<file path="config.mk">
export PLATFORM = sky130hd
export DESIGN_NAME = ch_interleave
export DESIGN_NICKNAME = d
export VERILOG_FILES = /design/src/rtl/ch_interleave.sv
export SDC_FILE = /design/constraint.sdc
export NUM_CORES = 1
export LEC_CHECK = 0
export CAP_MARGIN = 5
export CORE_MARGIN = 2
export CORE_UTILIZATION = 33
export CTS_CLUSTER_DIAMETER = 80
export DETAILED_ROUTE_END_ITERATION = 10
export PLACE_DENSITY = 0.54
export SYNTH_ARGS = -nofsm -noshare
export SYNTH_HDL_FRONTEND = slang
export SYNTH_SLANG_ARGS = --single-unit
export TNS_END_PERCENT = 20
</file>
<file path="constraint.sdc">
create_clock -name clk -period 2.2 [get_ports clk]
set_clock_uncertainty 0.1 [all_clocks]
set_input_delay 0.55 -clock clk [delete_from_list [all_inputs] [get_ports clk]]
set_output_delay 0.55 -clock clk [all_outputs]
set_load 0.005 [all_outputs]
</file>
<file path="src/rtl/ch_interleave.sv">
// Strobe-driven channel interleaver: snapshots NCH channel words per accepted strobe and
// serialises the active ones onto dout with a FIFO write enable. Optional header word: CH_HEADER_EN.
module ch_interleave #(
  parameter int WIDTH   = 16,
  parameter int CH_BITS = 3
) (
  input  logic                            clk,
  input  logic                            reset,
  input  logic                            strobe,
  input  logic [CH_BITS-1:0]              channels,
  input  logic [(2**CH_BITS)*WIDTH-1:0]   din,
  input  logic                            ovf_clr,
  output logic [WIDTH-1:0]                dout,
  output logic                            en,
  output logic [CH_BITS-1:0]              sel,
  output logic                            busy,
  output logic                            overrun,
  output logic [15:0]                     frame_cnt
);

  localparam int NCH = 2**CH_BITS;

  localparam logic [0:0] IDLE = 1'b0;
  localparam logic [0:0] SEND = 1'b1;

`ifdef CH_HEADER_EN
  localparam int HW = WIDTH - 4;
`endif

  logic [0:0]                  state_q, state_d;
  logic [CH_BITS-1:0]          k_q, k_d;
  logic [CH_BITS-1:0]          last_q, last_d;
  logic [NCH-1:0][WIDTH-1:0]   snap_q, snap_d;
  logic [15:0]                 cnt_q, cnt_d;
  logic                        hdr_q, hdr_d;
  logic [WIDTH-1:0]            dout_q, dout_d;
  logic                        en_q, en_d;
  logic [CH_BITS-1:0]          sel_q, sel_d;
  logic                        ovf_q, ovf_d;
  logic                        accept;

  always_comb begin
    state_d = state_q;
    k_d     = k_q;
    last_d  = last_q;
    snap_d  = snap_q;
    cnt_d   = cnt_q;
    hdr_d   = hdr_q;
    dout_d  = dout_q;
    sel_d   = sel_q;
    en_d    = 1'b0;

    // A new frame may start only while idle or while the final channel word is being loaded.
    accept = strobe && ((state_q == IDLE) || ((k_q == last_q) && !hdr_q));

    if (state_q == SEND) begin
      en_d = 1'b1;
      if (hdr_q) begin
`ifdef CH_HEADER_EN
        dout_d = {4'hA, HW'(cnt_q)};
`endif
        sel_d = '0;
        hdr_d = 1'b0;
      end else begin
        dout_d = snap_q[k_q];
        sel_d  = k_q;
        if (k_q == last_q) begin
          state_d = IDLE;
        end else begin
          k_d = k_q + 1'b1;
        end
      end
    end

    if (accept) begin
      state_d = SEND;
      k_d     = '0;
      last_d  = channels;
      snap_d  = din;
      cnt_d   = cnt_q + 16'd1;
`ifdef CH_HEADER_EN
      hdr_d   = 1'b1;
`endif
    end

    // A dropped strobe takes priority over a clear in the same cycle.
    if (strobe && !accept) begin
      ovf_d = 1'b1;
    end else if (ovf_clr) begin
      ovf_d = 1'b0;
    end else begin
      ovf_d = ovf_q;
    end
  end

  always_ff @(posedge clk) begin
    if (!reset) begin
      state_q <= IDLE;
      k_q     <= '0;
      last_q  <= '0;
      snap_q  <= '0;
      cnt_q   <= '0;
      hdr_q   <= 1'b0;
      dout_q  <= '0;
      en_q    <= 1'b0;
      sel_q   <= '0;
      ovf_q   <= 1'b0;
    end else begin
      state_q <= state_d;
      k_q     <= k_d;
      last_q  <= last_d;
      snap_q  <= snap_d;
      cnt_q   <= cnt_d;
      hdr_q   <= hdr_d;
      dout_q  <= dout_d;
      en_q    <= en_d;
      sel_q   <= sel_d;
      ovf_q   <= ovf_d;
    end
  end

  assign dout      = dout_q;
  assign en        = en_q;
  assign sel       = sel_q;
  assign busy      = (state_q == SEND);
  assign overrun   = ovf_q;
  assign frame_cnt = cnt_q;

endmodule

</file>
==> metrics.txt <==
PwrDens 784 nW/um^2; critical path depth 1; fraction of layout cells with a size suffix above 1 10.2%; die area 22700 um^2; Synth Area in Compound Gates 14.6%; relative slew slack 70.9%; Simple-Gate Fraction of Synth Area roughly 18%; RSZ-0062 raised after global routing no; Hold Vio Cnt, Final 0; worst-path maximum fanout 8; Post-Synth XOR/XNOR Area 0.935%; main flop type after synthesis dfxtp_1; Net count, final roughly 1100; worst skew pair latency between 0.4 and 0.5 ns; CTS Hold Bufs 0; Cells after Synth 807; routed wire length per instance 16.1 um; Util after Layout 46.6%; Mean Syn Cell Area ~8.8 um^2; first-pass GRT wire length 31.3 mm; Starting DRT DRC Count 297; largest stage delay on the critical path 0.55 ns; gr usage total between 10% and 20%; max-slew violations 0; R2R Path End frame_cnt[15]; post-synthesis mux area share 13.1%; Post-CTS Setup Repair Bufs 0; reg2reg start k_q[0]; Syn-to-layout area delta 38.5%; Crit Path Category reg2out; Longest Clk Path Bufs 2; Tot Pwr about 7700 uW; Period minus WS final about 2.1 ns; Starting Density 33.6%; maximum VDD drop approximately 0.43 mV; clk sinks 172; Worst setup EP type output port; Worst Path Arrival ~1.4 ns; Vias/cell 4.83; Die Wd 151 um; Overflow after GRT 0; Slew @ Worst Pin 0.435 ns; DIE HEIGHT 151 um; Port Buffers 172; asr flop ratio synth 0%; startpoint types flop; final setup margin between 0.1 and 0.15 ns; First-pass DRT Iterations 4; Fin Setup TNS 0 ns; DRC 0; flop2flop setup slack ~0.35 ns; Yosys cell types 35; Clock H-tree levels 4; largest net degree at the start of global routing 67; Ys Warns 0; Core Area 21100 um^2; Max-cap violations 0; post-route design area 9830 um^2; status finished clean; CP Cell Sequence clkdlybuf4s50_1; fmax 481 MHz; Synth Area in Adders 0.353%; CTS root buffer clkbuf_16; Post-DP Area ~9000 um^2; pre-CTS setup slack -0.135 ns; Finish-stage setup viols 0; syn nets 944; CP delay by family, top buffers and inverters; Hold Path Depth 2; Final HPWL DP approximately 14 mm; Clk pin slew, worst setup/hold paths 0.06 ns; CP bufs+invs 1; Tcrit/Tclk final between 90% and 100%; EDFF count, synth 0; Yosys reg bits between 150 and 200; Worst Min Path Start snap_q[80]; Ports 173; combinational family with the most area after synthesis simple AND/OR/NAND/NOR gates; mapped cell area 7090 um^2; Seq/Total Area, Yosys 48.5%; row count 53; Post-DRT Antenna Nets 0; Worst Hold End snap_q[80]; CTS tree yes; initial antenna violation count 0; post-cts sizing count 0; RD Place Congestion 0.760; Ant. Diodes 0; TritonCTS buffer count 17; routed wire length 20.1 mm; FF-to-FF path depth 5; vias in the first global route between 5000 and 6000; Crit path required time 1.55 ns; slowest stage cell on the critical path clkdlybuf4s50_1; cell leakage power 0.00354 uW; Via Count 6040; min-delay worst type reg2reg
## how the worst max path moves through the flow
stage | from | endpoint | slack [ns]
after floorplan | k_q[1] | frame_cnt[12] | 0.48
after global placement | strobe | snap_q[1] | -0.14
after detailed placement | strobe | snap_q[1] | -0.13
after CTS | frame_cnt[3] | frame_cnt[3] | 0.10
after global routing | frame_cnt[3] | frame_cnt[3] | 0.02
final | frame_cnt[3] | frame_cnt[3] | 0.12
## metrics by stage
stage / hold WS [ns] / cells
2_1_floorplan: 0.333 / 807
3_3_place_gp: 0.339 / 1218
3_5_place_dp: 0.344 / 1218
4_1_cts: 0.353 / 1250
5_1_grt: 0.372 / 1250
6_report: 0.353 / 1250
## metal layers
layer	global-route usage [%]	vias to the layer above	wire length [um]
met5	0	-	0
met1	24.5	2815	9440
met2	29.3	130	9740
met3	3.70	11	839
met4	3.93	0	127
li1	-	3084	-
## flip-flops by register name (all words and copies together), names as in the netlist
signal	count
frame_cnt	16
overrun	1
sel	3
k_q	3
snap_q	128
en	1
busy	1
dout	16
last_q	3
## layout by cell type (no fill, tap or decap), types with 4 or more instances in the layout
| cell type | count |
|---|---|
| buf_12 | 13 |
| nand4_1 | 4 |
| or4_1 | 9 |
| clkbuf_1 | 4 |
| a21oi_1 | 161 |
| clkbuf_16 | 17 |
| nand2_1 | 270 |
| mux4_2 | 32 |
| mux2i_1 | 21 |
| clkdlybuf4s50_1 | 172 |
| o31ai_1 | 9 |
| buf_4 | 17 |
| nand3_1 | 5 |
| dfxtp_1 | 170 |
| o21ai_0 | 19 |
| nor2_1 | 10 |
## cell families (layout without fill, tap and decap cells)
logic type               count (synthesis)  after routing
AO/OA/AOI/OAI                          195            195
adder cells (fa/ha/maj)                  2              2
buffers and inverters                   69            237
XOR/XNOR                                 5              5
multiplexers                            53             53
AND/OR/NAND/NOR                        311            311
flip-flops                             172            172
## Yosys cell counts (all sizes together) (3+ instances only)
cell type | n | area share, %
dfxtp | 172 | 49
o31ai | 9 | 0.95
o21ai | 19 | 1.3
or3 | 3 | 0.26
mux4 | 32 | 10
clkbuf | 28 | 1.5
inv | 3 | 0.16
mux2i | 21 | 3.0
nand3 | 5 | 0.35
nand4 | 4 | 0.35
nor2 | 10 | 0.53
or4 | 9 | 0.95
nand2 | 270 | 14
xnor2 | 5 | 0.93
a21oi | 161 | 11
buf | 38 | 3.0
## cell type report
cell class	count	area (um^2)
clock buffers	22	454
clock inverters	10	116
fillers	2094	11300
inverters	3	13.8
multi-input cells	566	3340
flip-flops and latches	172	3450
well taps	275	344
repair buffers	202	2110
## where the power goes
group / switching, uW / leakage [uW] / internal (uW) / total (uW)
Clock: 1230 / 0.000274 / 1700 / 2940
Sequential: 134 / 0.00142 / 3360 / 3500
Combinational: 611 / 0.00185 / 660 / 1270
Total: 1980 / 0.00354 / 5730 / 7700
No activity file was read; power rests on OpenSTA's default activity.
